<file path="src/rtl/voq_ingress_writer.sv">
// voq_ingress_writer
//   Ingress side of one crossbar input port. Parses a zero-terminated packet
//   stream and writes each packet into the virtual-output-queue RAM named by
//   the low bits of its header word. Publishes a committed fill pointer per
//   RAM, which the scheduler compares against its read addresses.
//
//   State table:
//     S_IDLE | between packets; zero words are filler, nonzero word is a header
//     S_FWD  | storing a packet into the RAM latched from its header
//     S_DROP | discarding words up to and including the next zero word
//
// Ports:
//   clk, reset          clock, synchronous active-high reset
//   reset_rams          synchronous clear of all write pointers
//   in_data/in_valid    ingress word stream
//   in_ready            high unless a reset is active (no back-pressure)
//   ram_wr_data         shared write data bus to all VOQ RAMs
//   ram_wren            one-hot write enable, one bit per RAM
//   ram_wr_addr         per-RAM write address, packed NPORT x ADDR_W
//   wr_add              per-RAM committed fill pointer, packed NPORT x ADDR_W
//   pkt_count           packets stored (saturating)
//   drop_count          packets dropped or truncated (saturating)
module voq_ingress_writer #(
    parameter int NPORT   = 4,
    parameter int ADDR_W  = 12,
    parameter int MAX_PKT = 64,
    parameter int CNT_W   = 16
) (
    input  logic                      clk,
    input  logic                      reset,
    input  logic                      reset_rams,
    input  logic [31:0]               in_data,
    input  logic                      in_valid,
    output logic                      in_ready,
    output logic [31:0]               ram_wr_data,
    output logic [NPORT-1:0]          ram_wren,
    output logic [NPORT*ADDR_W-1:0]   ram_wr_addr,
    output logic [NPORT*ADDR_W-1:0]   wr_add,
    output logic [CNT_W-1:0]          pkt_count,
    output logic [CNT_W-1:0]          drop_count
);

    localparam int PW     = ADDR_W + 1;            // pointer can reach DEPTH
    localparam int WCW    = $clog2(MAX_PKT) + 1;
    localparam int DEST_W = $clog2(NPORT);

    localparam logic [PW-1:0]  DEPTH_P  = PW'(1 << ADDR_W);
    localparam logic [PW-1:0]  MAX_P    = PW'(MAX_PKT);
    localparam logic [WCW-1:0] WC_LAST  = WCW'(MAX_PKT - 1);

    localparam logic [1:0] S_IDLE = 2'd0;
    localparam logic [1:0] S_FWD  = 2'd1;
    localparam logic [1:0] S_DROP = 2'd2;

    logic [1:0]        state, state_n;
    logic [DEST_W-1:0] dest, dest_n;
    logic [WCW-1:0]    word_cnt, cnt_n;
    logic [PW-1:0]     nxt [NPORT];
    logic [NPORT-1:0]  wren_q, wren_n;
    logic [31:0]       wr_word;
    logic              do_write;
    logic [DEST_W-1:0] wr_dest;
    logic              inc_pkt, inc_drop;
    logic              accept;
    logic [DEST_W-1:0] hdr_dest;
    logic [PW-1:0]     space;

    assign in_ready = !reset && !reset_rams;
    assign accept   = in_valid && in_ready;
    assign hdr_dest = in_data[DEST_W-1:0];
    assign space    = DEPTH_P - nxt[hdr_dest];

    // The write registered from the previous cycle is masked while either
    // reset is active, so a reset_rams pulse cancels a pending write.
    assign ram_wren = (reset || reset_rams) ? '0 : wren_q;

    always_comb begin
        state_n  = state;
        dest_n   = dest;
        cnt_n    = word_cnt;
        do_write = 1'b0;
        wr_dest  = dest;
        wr_word  = in_data;
        inc_pkt  = 1'b0;
        inc_drop = 1'b0;
        if (accept) begin
            case (state)
                S_IDLE: begin
                    if (in_data != '0) begin
                        if (space >= MAX_P) begin
                            do_write = 1'b1;
                            wr_dest  = hdr_dest;
                            dest_n   = hdr_dest;
                            cnt_n    = WCW'(1);
                            state_n  = S_FWD;
                        end else begin
                            inc_drop = 1'b1;
                            state_n  = S_DROP;
                        end
                    end
                end
                S_FWD: begin
                    do_write = 1'b1;
                    if (word_cnt == WC_LAST) begin
                        // Last slot always holds a terminator so the
                        // scheduler can end the packet.
                        wr_word = '0;
                        if (in_data != '0) begin
                            inc_drop = 1'b1;
                            state_n  = S_DROP;
                        end else begin
                            inc_pkt  = 1'b1;
                            state_n  = S_IDLE;
                        end
                    end else if (in_data == '0) begin
                        inc_pkt = 1'b1;
                        state_n = S_IDLE;
                    end else begin
                        cnt_n = word_cnt + WCW'(1);
                    end
                end
                S_DROP: begin
                    if (in_data == '0)
                        state_n = S_IDLE;
                end
                default: state_n = S_IDLE;
            endcase
        end
        wren_n = do_write ? (NPORT'(1) << wr_dest) : '0;
    end

    always_ff @(posedge clk) begin
        if (reset) begin
            state       <= S_IDLE;
            dest        <= '0;
            word_cnt    <= '0;
            wren_q      <= '0;
            ram_wr_data <= '0;
            ram_wr_addr <= '0;
            wr_add      <= '0;
            pkt_count   <= '0;
            drop_count  <= '0;
            for (int d = 0; d < NPORT; d++)
                nxt[d] <= '0;
        end else if (reset_rams) begin
            state       <= S_IDLE;
            wren_q      <= '0;
            ram_wr_addr <= '0;
            wr_add      <= '0;
            for (int d = 0; d < NPORT; d++)
                nxt[d] <= '0;
        end else begin
            state    <= state_n;
            dest     <= dest_n;
            word_cnt <= cnt_n;
            wren_q   <= wren_n;
            if (do_write)
                ram_wr_data <= wr_word;
            for (int d = 0; d < NPORT; d++) begin
                // Committed pointer trails nxt by one cycle, i.e. it only
                // covers a word once that word's write cycle has completed.
                wr_add[d*ADDR_W +: ADDR_W] <= nxt[d][ADDR_W-1:0];
                if (wren_n[d]) begin
                    ram_wr_addr[d*ADDR_W +: ADDR_W] <= nxt[d][ADDR_W-1:0];
                    nxt[d] <= nxt[d] + PW'(1);
                end
            end
            if (inc_pkt && (pkt_count != '1))
                pkt_count <= pkt_count + CNT_W'(1);
            if (inc_drop && (drop_count != '1))
                drop_count <= drop_count + CNT_W'(1);
        end
    end

endmodule
</file>
<file path="config.mk">
export PLATFORM = sky130hd
export DESIGN_NAME = voq_ingress_writer
export DESIGN_NICKNAME = d
export VERILOG_FILES = /design/src/rtl/voq_ingress_writer.sv
export SDC_FILE = /design/constraint.sdc
export NUM_CORES = 1
export LEC_CHECK = 0
export CORE_MARGIN = 2
export CORE_UTILIZATION = 28
export CTS_BUF_LIST = sky130_fd_sc_hd__clkbuf_4 sky130_fd_sc_hd__clkbuf_8
export DETAILED_ROUTE_END_ITERATION = 10
export PLACE_DENSITY_LB_ADDON = 0.08
export SYNTH_ARGS = -nofsm -noshare
export SYNTH_HDL_FRONTEND = slang
export SYNTH_SLANG_ARGS = --single-unit
export TNS_END_PERCENT = 30
</file>
<file path="constraint.sdc">
create_clock -name clk -period 4.7 [get_ports clk]
set_input_delay 0.94 -clock clk [delete_from_list [all_inputs] [get_ports clk]]
set_output_delay 0.94 -clock clk [all_outputs]
set_load 0.02 [all_outputs]
</file>
# [Yosys cells after proc, flatten, opt, wreduce, memory -nomap -nowiden]
# Memories as Yosys holds them, arrays and structs flattened.
# Index checks and enable logic that the tools add are counted.
[op_classes] bitwise_logic=9 n_mux=64 n_eq_ne=9 reduce_logical=17 n_shift=1 order_cmp=1 add_sub_neg=8
[op_table] cell="two-way mux 13 bit" n=8
[op_table] cell="two-way mux 32 bit" n=3
[op_table] cell="adder 13 x 1 -> 13 bit, second input constant" n=4
[op_table] cell="two-way mux 1 bit" n=34
[op_table] cell="adder 16 x 1 -> 16 bit, second input constant" n=2
[op_table] cell="logical NOT 32 bit" n=1
[op_table] cell="!= test 16 bit, second input constant" n=2
[op_table] cell="nonzero test 32 bit" n=1
[op_table] cell="two-way mux 7 bit" n=4
[op_table] cell="two-way mux 2 bit" n=9
[op_table] cell="one-hot mux 7 bit (2 select lines)" n=1
[op_table] cell=">= comparator 13 x 7 -> 1 bit, second input constant" n=1
[op_table] cell="subtractor 13 bit, first input constant" n=1
[op_table] cell="two-way mux 4 bit" n=2
[op_table] cell="!= test 2 bit, second input constant" n=4
[op_table] cell="OR 1 bit" n=8
[op_table] cell="AND reduction 2 bit" n=4
[op_table] cell="adder 7 x 1 -> 7 bit, second input constant" n=1
[op_table] cell="equality test 7 x 6 -> 1 bit, second input constant" n=1
[op_table] cell="AND reduction 7 bit" n=1
[op_table] cell="one-hot mux 2 bit (3 select lines)" n=1
[op_table] cell="logical AND 1 bit" n=4
[op_table] cell="one-hot mux 1 bit (2 select lines)" n=2
[op_table] cell="<< shifter 1 x 2 -> 4 bit, first input constant" n=1
[op_table] cell="8 further kinds" n=9
[word_totals] mem_bits_rw=52 input_bits=36 n_memories=1 reg_bits=175
[mem_list] name="nxt" words=4 word_bits=13 read_ports=5 rd_ports_with_merged_regs=0 write_ports=4 line="58" text="logic [PW-1:0] nxt [NPORT];"

# [Logic depth before layout (Yosys ltp)]
# Gate-level depths: netlist (run 1).
# An unclocked memory read counts as a cell.
[logic_depth] ltp_word=14 depth_mapped=11 mapped_depth_nobuf=8

# [Worst setup path before layout (run 1)]
# Ideal clock, no wire load.
[synth_timing] path_type="in2reg" startpoint="input in_data[1]" endpoint="memory nxt[0][0] (netlist name), enable pin" n_path_buf=2 stages=9 arrival_ps=3615 setup_slack_ps=729 required_time_ps=4344 setup_time_ps=356 path_cell_list="buf_4 or4b_1 o22a_1 o32ai_2 mux2_2 o21ai_1 o21ai_2 buf_2 nand2_1"
[synth_rtl] element="from (decl)" line="32" text="input logic [31:0] in_data,"
[synth_rtl] element="to (decl)" line="58"

# [Worst setup path in the final report (run 1)]
[layout_timing] startpoint="input in_data[1]" endpoint="register drop_count[11]"
[layout_via] elab_chain_cells=9 word_cells_on_any_way=12
[layout_lines] element="memory read (4 x 13 bit)"
[layout_lines] element="subtractor 13 bit" line="71" text="assign space = DEPTH_P - nxt[hdr_dest];"
[layout_lines] element=">= comparator 13 x 7 -> 1 bit" line="90" text="if (space >= MAX_P) begin"
[layout_lines] element="two-way mux 1 bit" line="90"
[layout_lines] element="two-way mux 1 bit" line="89" text="if (in_data != '0) begin"
[layout_lines] element="one-hot mux 1 bit (2 select lines) *" line="87" text="case (state)"
[layout_lines] element="two-way mux 1 bit *" line="86" text="if (accept) begin"
[layout_lines] element="logical AND 1 bit *" line="170" text="if (inc_drop && (drop_count != '1))"
[layout_lines] element="AND reduction 2 bit (no source line) *"
[layout_lines] element="to (signal assigned)" line="171" text="drop_count <= drop_count + CNT_W'(1);"
[layout_lines] element="to (decl)" line="40" text="output logic [CNT_W-1:0] drop_count"
# Mark *: on every way between the ends. The rest lies on a longest branch, timed or not.
# A chain may end at the register's enable or synchronous reset.

==> flow_metrics.tcl, run 1 <==
set metrics [dict create \
    drt_iter0_drc 401 \
    hold_depth 2 \
    fp.dieW_um 188.7 \
    cts_tree "done" \
    multiInputGateArea_um2 4164 \
    final_cells 1707 \
    hold_path.class "flip-flop to flip-flop" \
    finalHoldViolCount 0 \
    timing.final.ws_setup_ns 0.5760 \
    status "completed" \
    syn_area_per_cell_um2 9.490 \
    yosysTopAreaCell "dfxtp_1" \
    synthCells 1006 \
    slew-limit-headroom_pct 40.82 \
    grt_max_degree 75 \
    synth_area_leaders "dfxtp_1, edfxtp_1, mux2i_1, nand3_1, nand2_1" \
    nNetsFinal 1272 \
    period_share_pct 87.74 \
    grt_pass1_vias 8015 \
    cp-end-kind "flip-flop" \
    syn_nets 1049 \
    post-cts-setup-buffers 0 \
    cp.arrival_ns 4.57 \
    period_minus_slack_ns 4.124 \
    cts_root_buf "clkbuf_8" \
    ys.flop_type "dfxtp_1" \
    clk_pin_slew_ns 0.05 \
    reg2reg_depth 7 \
    cts_sinks 227 \
    total_power_mw 4.431 \
    vias_per_cell 4.668 \
    dr.pass1.iters 4 \
    cts-htree-levels 2 \
    drive_above_1_share_pct 11.99 \
    drc 0 \
    dieArea_um2 35590 \
    grt_use_met3_pct 3.986 \
    setup_viol 0 \
    pre_cts_ws_ns -0.1420 \
    syn_area_um2 9547 \
    dr_total_vias 7968 \
    wire_per_inst_um 16.57 \
    grt_util_met2_pct 24.05 \
    ys_ff_latch 227 \
    tightest_slew_ns 0.8878 \
    hold_buffers 0 \
    synthToLayoutAreaGrowth_pct 37.08 \
    critical_path.max_fanout 24 \
    drt.antenna.violating_nets 0 \
    yosysUniqueCellTypes 53 \
    mostFrequentLayoutCell "clkdlybuf4s50_1" \
    rows 67 \
    start_kind "input pin" \
    gp_congestion 0.7498 \
    diodes 0 \
    busiest_layer "met2" \
    netlist.area_leader.share_pct 39.42 \
    grt.total_usage_pct 15.69 \
    async_flop_share_pct 0 \
    fill_cells 3450 \
    cts_buffers 44 \
    use_met1_pct 21.68 \
    cap_violations 0 \
    ctsResizeCount 0 \
    crit_type "input pin to flip-flop" \
    core_um2 33530 \
    rsz0062_at_grt "false" \
    clock_path_buffers 3 \
    antenna_found_initial 0 \
    grt_pass1_wl_um 45510 \
    port_buffers 200 \
    ir_worst_vdd_uv 234.5 \
    finalClockSkew_ns 0.02077 \
    hold_slack_ns 0.4508 \
    fmax_mhz 242.5 \
    clkLatencyLatePin_ns 0.54 \
    drt_wl_total_um 28280 \
    final_cell_mix "clkdlybuf4s50_1, dfxtp_1, nand2_1" \
    seq_area_frac_synth_pct 51.69 \
    powerDensity_nw_per_um2 338.6 \
    utilization_pct 39.03 \
    fp.dieH_um 188.7 \
    yosys_warnings 0 \
    initial_core_util_pct 28.47 \
    dp_hpwl_um 19240 \
    place_inst 1631 \
    overflow 0 \
    required_ns 5.14 \
    leakagePower_nw 5.098 \
    slew_viol_final 0 \
    synth_edf_count 39 \
    register_area_um2 4935 \
    pin_count 201 \
]
==> registers in the layout, indices dropped and copies added (netlist names) <==
register,flops
dest,2
drop_count,16
nxt,52
pkt_count,16
ram_wr_addr,48
ram_wr_data,32
state,2
word_cnt,7
wr_add,48
wren_q,4
==> stage by stage <==
| step | setup TNS, ns | cell area (µm²) |
|---|---|---|
| 6_report | 0 | 13090 |
| 5_1_grt | 0 | 13090 |
| 4_1_cts | 0 | 13080 |
| 3_5_place_dp | -0.2454 | 12140 |
| 3_3_place_gp | -0.05668 | 12140 |
| 2_1_floorplan | 0 | 9547 |
==> cells in the mapped netlist, types with 4 or more instances <==
cell      instances
dfxtp_1         188
nand2_1         104
nor2_1           86
nand3_1          78
a21oi_1          68
inv_1            56
clkbuf_1         45
mux2i_1          43
edfxtp_1         39
o211ai_1         32
xnor2_1          27
xor2_1           24
and3_1           21
o21ai_0          21
nor4_1           20
and2_1           19
mux2_2           14
nor3_1           13
or4_1            10
nand4_1           9
o31ai_1           9
buf_2             8
ha_1              7
mux4_2            7
or3_1             6
a211oi_1          5
and4_1            5
buf_4             4
nor2b_1           4
==> cells by family (layout without fill, tap and decap cells) <==
kind of cell,Yosys count,count (layout),synth area share [%]
AND/OR/NAND/NOR,386,386,19.71
flip-flops,227,227,51.69
AO/OA/AOI/OAI,154,154,10.07
buffers and inverters,116,369,4.980
multiplexers,65,65,7.955
XOR/XNOR,51,51,4.679
adder cells (fa/ha/maj),7,7,0.9174
==> per-layer routing <==
layer	vias up	part of all wire (%)
li1	3970	-
met1	3736	48
met5	-	0
met3	60	5.9
met4	0	2.3
met2	202	44
==> final timing paths <==
| kind | start | to | slack, ns |
|---|---|---|---|
| setup / recovery | in_data[1] | drop_count[11] | 0.58 |
| hold / removal | word_cnt[6] | word_cnt[6] | 0.45 |
| setup reg to reg | nxt[3][7] | drop_count[11] | 1.23 |
| hold reg to reg | word_cnt[6] | word_cnt[6] | 0.45 |
==> final cells by class <==
class                      instances  area share (%)
clock buffer                      69           6.349
clock inverter                     7          0.8414
inverter                          56           1.616
multi-input combinational        663           31.82
sequential                       227           37.71
tap                              448           4.283
timing repair buffer             237           17.38
==> where the power goes <==
| group | internal, mW | switching (mW) | leakage, nW |
|---|---|---|---|
| registers | 2.02 | 0.0384 | 1.95 |
| logic | 0.116 | 0.141 | 2.64 |
| clock network | 1.28 | 0.840 | 0.505 |
| total | 3.41 | 1.02 | 5.10 |
==> critical path, stage by stage <==
cell and delay, ns:
clkdlybuf4s50_1 0.54, buf_4 0.22, mux4_2 0.52, or4_4 0.56, nor4b_4 0.29, mux2i_2 0.18
a211o_1 0.60, or4_1 0.56, a21oi_1 0.15
(Power assumes the default switching activity.)
==> run 2: changes to the inputs <==
- MAX_ROUTING_LAYER: not set -> met4
- RECOVER_POWER: not set -> 100
==> run 2 against run 1 <==
Compared with the run above:
- the flow now finishes with violations (max-capacitance violations, max-slew violations)
- clock skew is 0.0076 ns higher
- count of clock-buffer cells in the layout unchanged
- setup slack worse by 0.19 ns
- sequential power hardly changed
- via count increased by 0.45%
- wire length hardly changed
- critical endpoint is now ram_wren[1]
==> flow_metrics.tcl, run 2 (same netlist as run 1, synthesis figures left out) <==
set metrics [dict create \
    total_power_mw 4.420 \
    drt_wl_total_um 28280 \
    violations "max-capacitance violations, max-slew violations" \
    rows 67 \
    required_ns 3.76 \
    drt_iter0_drc 417 \
    period_share_pct 91.86 \
    hold_path.class "flip-flop to flip-flop" \
    finalHoldViolCount 0 \
    switching_power_mw 1.022 \
    internal_power_mw 3.399 \
    clkLatencyLatePin_ns 0.54 \
    reg_top3 "nxt: 52 flops, ram_wr_addr: 48 flops, wr_add: 48 flops" \
    finalClockSkew_ns 0.02836 \
    period_minus_slack_ns 4.318 \
    start_kind "input pin" \
    fmax_mhz 231.6 \
    slew_viol_final 38 \
    slew-limit-headroom_pct -5.000 \
    use_met1_pct 21.88 \
    power.share.combinational_pct 5.5 \
    drt.antenna.violating_nets 0 \
    dp_hpwl_um 19240 \
    critical_path.max_fanout 10 \
    cp.arrival_ns 3.38 \
    overflow 0 \
    fp.dieH_um 188.7 \
    powerDensity_nw_per_um2 340.1 \
    cts_sinks 227 \
    clk_pin_slew_ns 0.05 \
    mostFrequentLayoutCell "dfxtp_1" \
    hold_buffers 0 \
    vias_per_cell 4.689 \
    tightest_slew_ns 1.575 \
    cts_buffers 44 \
    swShare_pct 23.11 \
    placed_area_um2 12140 \
    gp_congestion 0.7594 \
    nNetsFinal 1272 \
    crit_type "input pin to output port" \
    dieArea_um2 35590 \
    seqPwrFrac_pct 46.5 \
    ir_worst_vdd_uv 234.5 \
    drc 0 \
    cts_tree "done" \
    grt_max_degree 75 \
    cap_violations 1 \
    port_buffers 200 \
    cp-end-kind "output port" \
    status "complete, but fails checks" \
    final_cell_mix "dfxtp_1, dlygate4sd3_1, nand2_1" \
    core_um2 33530 \
    drive_above_1_share_pct 10.41 \
    post-cts-setup-buffers 0 \
    postLayoutCellArea_um2 13000 \
    setup_viol 0 \
    busiest_layer "met2" \
    grt_util_met2_pct 24.02 \
    clkPwrFrac_pct 48.0 \
    timing.rr.start "nxt[3][7]" \
    fp.dieW_um 188.7 \
    grt_use_met3_pct 3.744 \
    crit_start "reset_rams" \
    grt.total_usage_pct 16.16 \
    largest-register "nxt" \
    grt_pass1_wl_um 45510 \
    hold_slack_ns 0.4507 \
    dr.pass1.iters 5 \
    ctsResizeCount 0 \
    wire_per_inst_um 16.57 \
    cts-htree-levels 2 \
    clock_path_buffers 3 \
    leakagePower_nw 5.565 \
    rsz0062_at_grt "false" \
    largest_reg_flops 52 \
    pin_count 201 \
    dr_total_vias 8004 \
    cts_root_buf "clkbuf_8" \
    min_from "word_cnt[6]" \
    antenna_found_initial 0 \
    fill_cells 3467 \
    initial_core_util_pct 28.47 \
    diodes 0 \
    synthToLayoutAreaGrowth_pct 36.15 \
    grt_pass1_vias 8018 \
]
## run 2: cell count changes in the layout (fill, tap and decap cells not counted), sizes merged
| cell | before | now |
|---|---|---|
| clkdlybuf4s50 | 199 | 36 |
| dlygate4sd3 | 0 | 163 |
| buf | 38 | 17 |
| clkbuf | 69 | 90 |
| clkinv | 5 | 4 |
| clkinvlp | 0 | 1 |
## run 2: final timing paths
check	endpoint	slack, ns	cells past startpoint
worst min-delay path	word_cnt[6]	0.45	2
worst min register to register	word_cnt[6]	0.45	2
worst max-delay path	ram_wren[1]	0.38	5
worst max register to register	ram_wr_addr[29]	1.16	9
## run 2: layout make-up
type	instances	area [µm²]	area share [%]
multi-input combinational	663	4149	31.92
clock buffer	69	830.8	6.392
inverter	56	211.5	1.627
clock inverter	7	110.1	0.8471
tap	448	560.5	4.313
timing repair buffer	237	2201	16.93
sequential	227	4935	37.97
## run 2: critical path, cell delays in order
cell,delay [ns]
dlygate4sd3_1,0.64
or2_2,0.23
clkinvlp_2,0.59
and2_0,0.41
clkdlybuf4s50_1,0.56
## run 2: layer usage
metal  vias to the layer above  routed length, µm
met5                         -                  0
li1                       3975                  -
met1                      3772              13610
met2                       202              12490
met4                         0                614
met3                        55               1566
## run 2: per-stage QoR
stage | setup WS [ns] | cells | util [%] | setup TNS [ns]
2_1_floorplan | 0.7294 | 1006 | - | 0
3_3_place_gp | -0.05668 | 1631 | 36.21 | -0.05668
3_5_place_dp | -0.1420 | 1631 | 36.21 | -0.2454
4_1_cts | 0.3990 | 1707 | 39.01 | 0
5_1_grt | 0.2416 | 1707 | 38.76 | 0
6_report | 0.3824 | 1707 | 38.76 | 0
## run 2: power groups by stage
stage	clock [mW]	combinational [mW]	sequential, mW
after global routing	2.28	0.267	2.06
final	2.12	0.245	2.05
after floorplan	0	0.120	2.10
after detailed placement	0	0.260	2.10
after global placement	0	0.259	2.10
after CTS	2.21	0.262	2.05
==> run 3: changes to the inputs <==
--- a/config.mk
+++ b/config.mk
@@ -7,3 +7,3 @@
 export LEC_CHECK = 0
-export CORE_MARGIN = 2
+export CORE_MARGIN = 3
 export CORE_UTILIZATION = 28
@@ -14,2 +14,3 @@
 export RECOVER_POWER = 100
+export REMOVE_ABC_BUFFERS = 1
 export SYNTH_ARGS = -nofsm -noshare
--- a/constraint.sdc
+++ b/constraint.sdc
@@ -3,2 +3,2 @@
 set_output_delay 0.94 -clock clk [all_outputs]
-set_load 0.02 [all_outputs]
+set_load 0.005 [all_outputs]
==> run 3 against run 2 <==
Compared with the run above:
- the run still ends with max-capacitance violations, max-slew violations left
- worst hold slack gained 0.0051 ns
- core utilization is 0.58 points higher
- die area rose by 2.1%
- design area about the same
- first-iteration DRC count down 11%
- largest cell class unchanged
- largest power group is now registers
==> flow_metrics.tcl, run 3 (same netlist as run 1, synthesis figures left out) <==
set metrics [dict create \
    status "complete, but fails checks" \
    violations "max-capacitance violations, max-slew violations" \
    period_share_pct 91.36 \
    cts_sinks 227 \
    post-cts-setup-buffers 0 \
    clock_path_buffers 3 \
    drt_wl_total_um 28540 \
    required_ns 5.01 \
    start_kind "input pin" \
    gp_congestion 0.7695 \
    reg2reg_depth 9 \
    drt.antenna.violating_nets 0 \
    vias_per_cell 4.682 \
    clk_pin_slew_ns 0.06 \
    worst-path-buf-inv 4 \
    final_cell_mix "dfxtp_1, dlygate4sd3_1, nand2_1" \
    grt_pass1_vias 8143 \
    drc 0 \
    rsz0062_at_grt "false" \
    critical_path.max_fanout 16 \
    finalHoldViolCount 0 \
    mostFrequentLayoutCell "dfxtp_1" \
    cp.arrival_ns 4.61 \
    path_cells "clkdlybuf4s50_1 -> buf_12 -> or4b_1 -> o22a_1 -> o32ai_2 -> buf_4 -> mux2i_1 -> a311oi_1 -> o21ai_0 -> nand2_1 -> buf_4" \
    cp.depth 11 \
    synthToLayoutAreaGrowth_pct 36.13 \
    cts-htree-levels 2 \
    largest_reg_flops 52 \
    dp_hpwl_um 19590 \
    hold_buffers 0 \
    clkLatencyLatePin_ns 0.56 \
    ctsResizeCount 0 \
    dr.pass1.iters 4 \
    cts_root_buf "clkbuf_8" \
    r2r_slack_ns 0.89 \
    hold_path.class "flip-flop to flip-flop" \
    slew-limit-headroom_pct -35.42 \
    grt.total_usage_pct 16.01 \
    overflow 0 \
    grt_max_degree 63 \
    leakagePower_nw 5.588 \
    fmax_mhz 232.9 \
    cts_buffers 43 \
    place_inst 1622 \
    slew_viol_final 11 \
    timing.rr.start "nxt[0][2]" \
    fp.dieH_um 190.7 \
    cp-end-kind "flip-flop" \
    slowest_stage "mux2i_1" \
    setup.worst_path.end "nxt[0][1]" \
    port_buffers 200 \
    hold_slack_ns 0.4558 \
    largest-register "nxt" \
    antenna_found_initial 0 \
    register_area_um2 4935 \
    critPathMaxStageDelay_ns 0.55 \
    reg_top3 "nxt: 52 flops, ram_wr_addr: 48 flops, wr_add: 48 flops" \
    initial_core_util_pct 28.90 \
    grt_pass1_wl_um 45810 \
    fill_cells 3381 \
    rr_endpoint "nxt[0][1]" \
    diodes 0 \
    crit_start "in_data[1]" \
    tightest_slew_ns 2.006 \
    drive_above_1_share_pct 10.63 \
    crit_type "input pin to flip-flop" \
    nNetsFinal 1268 \
    cts_tree "done" \
    total_power_mw 4.313 \
    cap_violations 1 \
    setup_viol 0 \
    drt_iter0_drc 373 \
    period_minus_slack_ns 4.294 \
    fp.dieW_um 190.7 \
    dr_total_vias 7969 \
    rows 66 \
    powerDensity_nw_per_um2 331.8 \
    final_cells 1702 \
    cpMostUsedCell "buf_4" \
    path_delay_family "compound AO/OA/AOI/OAI gates" \
    pin_count 201 \
    dieArea_um2 36350 \
    ir_worst_vdd_uv 144.7 \
    core_um2 33030 \
    wire_per_inst_um 16.77 \
    finalClockSkew_ns 0.02221 \
    multiInputGateArea_um2 4136 \
]
run 3: changes by cell type in the layout (fill, tap and decap cells not counted), moves of 2 or more:
cell       previous run  this run
clkbuf_8             50        54
bufinv_16             3         0
o21ai_0              20        23
inv_6                 0         2
buf_12                0         2
clkbuf_4             19        15
o21ai_2               4         1
clkbuf_1             17         8
buf_4                16        20
clkinv_1              0         4
run 3: stage by stage:
stage	TNS [ns]	utilization (%)	cell area [µm²]	setup slack [ns]
2_1_floorplan	-205.03	-	9281	-1.917
3_3_place_gp	0	36.74	12140	0.1495
3_5_place_dp	0	36.74	12140	0.05301
4_1_cts	0	39.53	13060	0.6451
5_1_grt	0	39.34	13000	0.2259
6_report	0	39.34	13000	0.4061
run 3: report_power, final:
group | internal, mW | switching (mW)
Sequential | 2.02 | 0.0367
Clock | 1.16 | 0.870
Combinational | 0.106 | 0.120
Total | 3.29 | 1.03
run 3: layout make-up:
cell class,instances,area share (%)
multi-input combinational,663,31.83
tap,442,4.255
timing repair buffer,234,17.21
clock buffer,69,6.585
clock inverter,11,0.5199
sequential,227,37.97
inverter,56,1.627
run 3: worst min-delay path by stage:
stage | startpoint | endpoint | slack, ns | cells past startpoint
detailed placement | word_cnt[6] | word_cnt[6] | 0.45 | 2
finish | word_cnt[6] | word_cnt[6] | 0.46 | 2
floorplan | word_cnt[6] | word_cnt[6] | 0.43 | 2
global placement | word_cnt[6] | word_cnt[6] | 0.44 | 2
global route | word_cnt[6] | word_cnt[6] | 0.47 | 2
CTS | word_cnt[6] | word_cnt[6] | 0.46 | 2
run 3: worst register-to-register path: stages, from the launching register on:
cell and delay (ns):
edfxtp_1 0.49, or4_1 0.53, o22a_1 0.24, o32ai_2 0.31
buf_4 0.17, mux2i_1 0.55, a311oi_1 0.18, o21ai_0 0.55
nand2_1 0.27, buf_4 0.29
run 3: per-layer routing:
metal	up-vias	wire length (µm)	track usage, %
met5	-	0	-
met4	0	507	4.262
met3	34	1942	4.412
met2	199	12540	24.30
met1	3773	13550	21.11
li1	3963	-	-
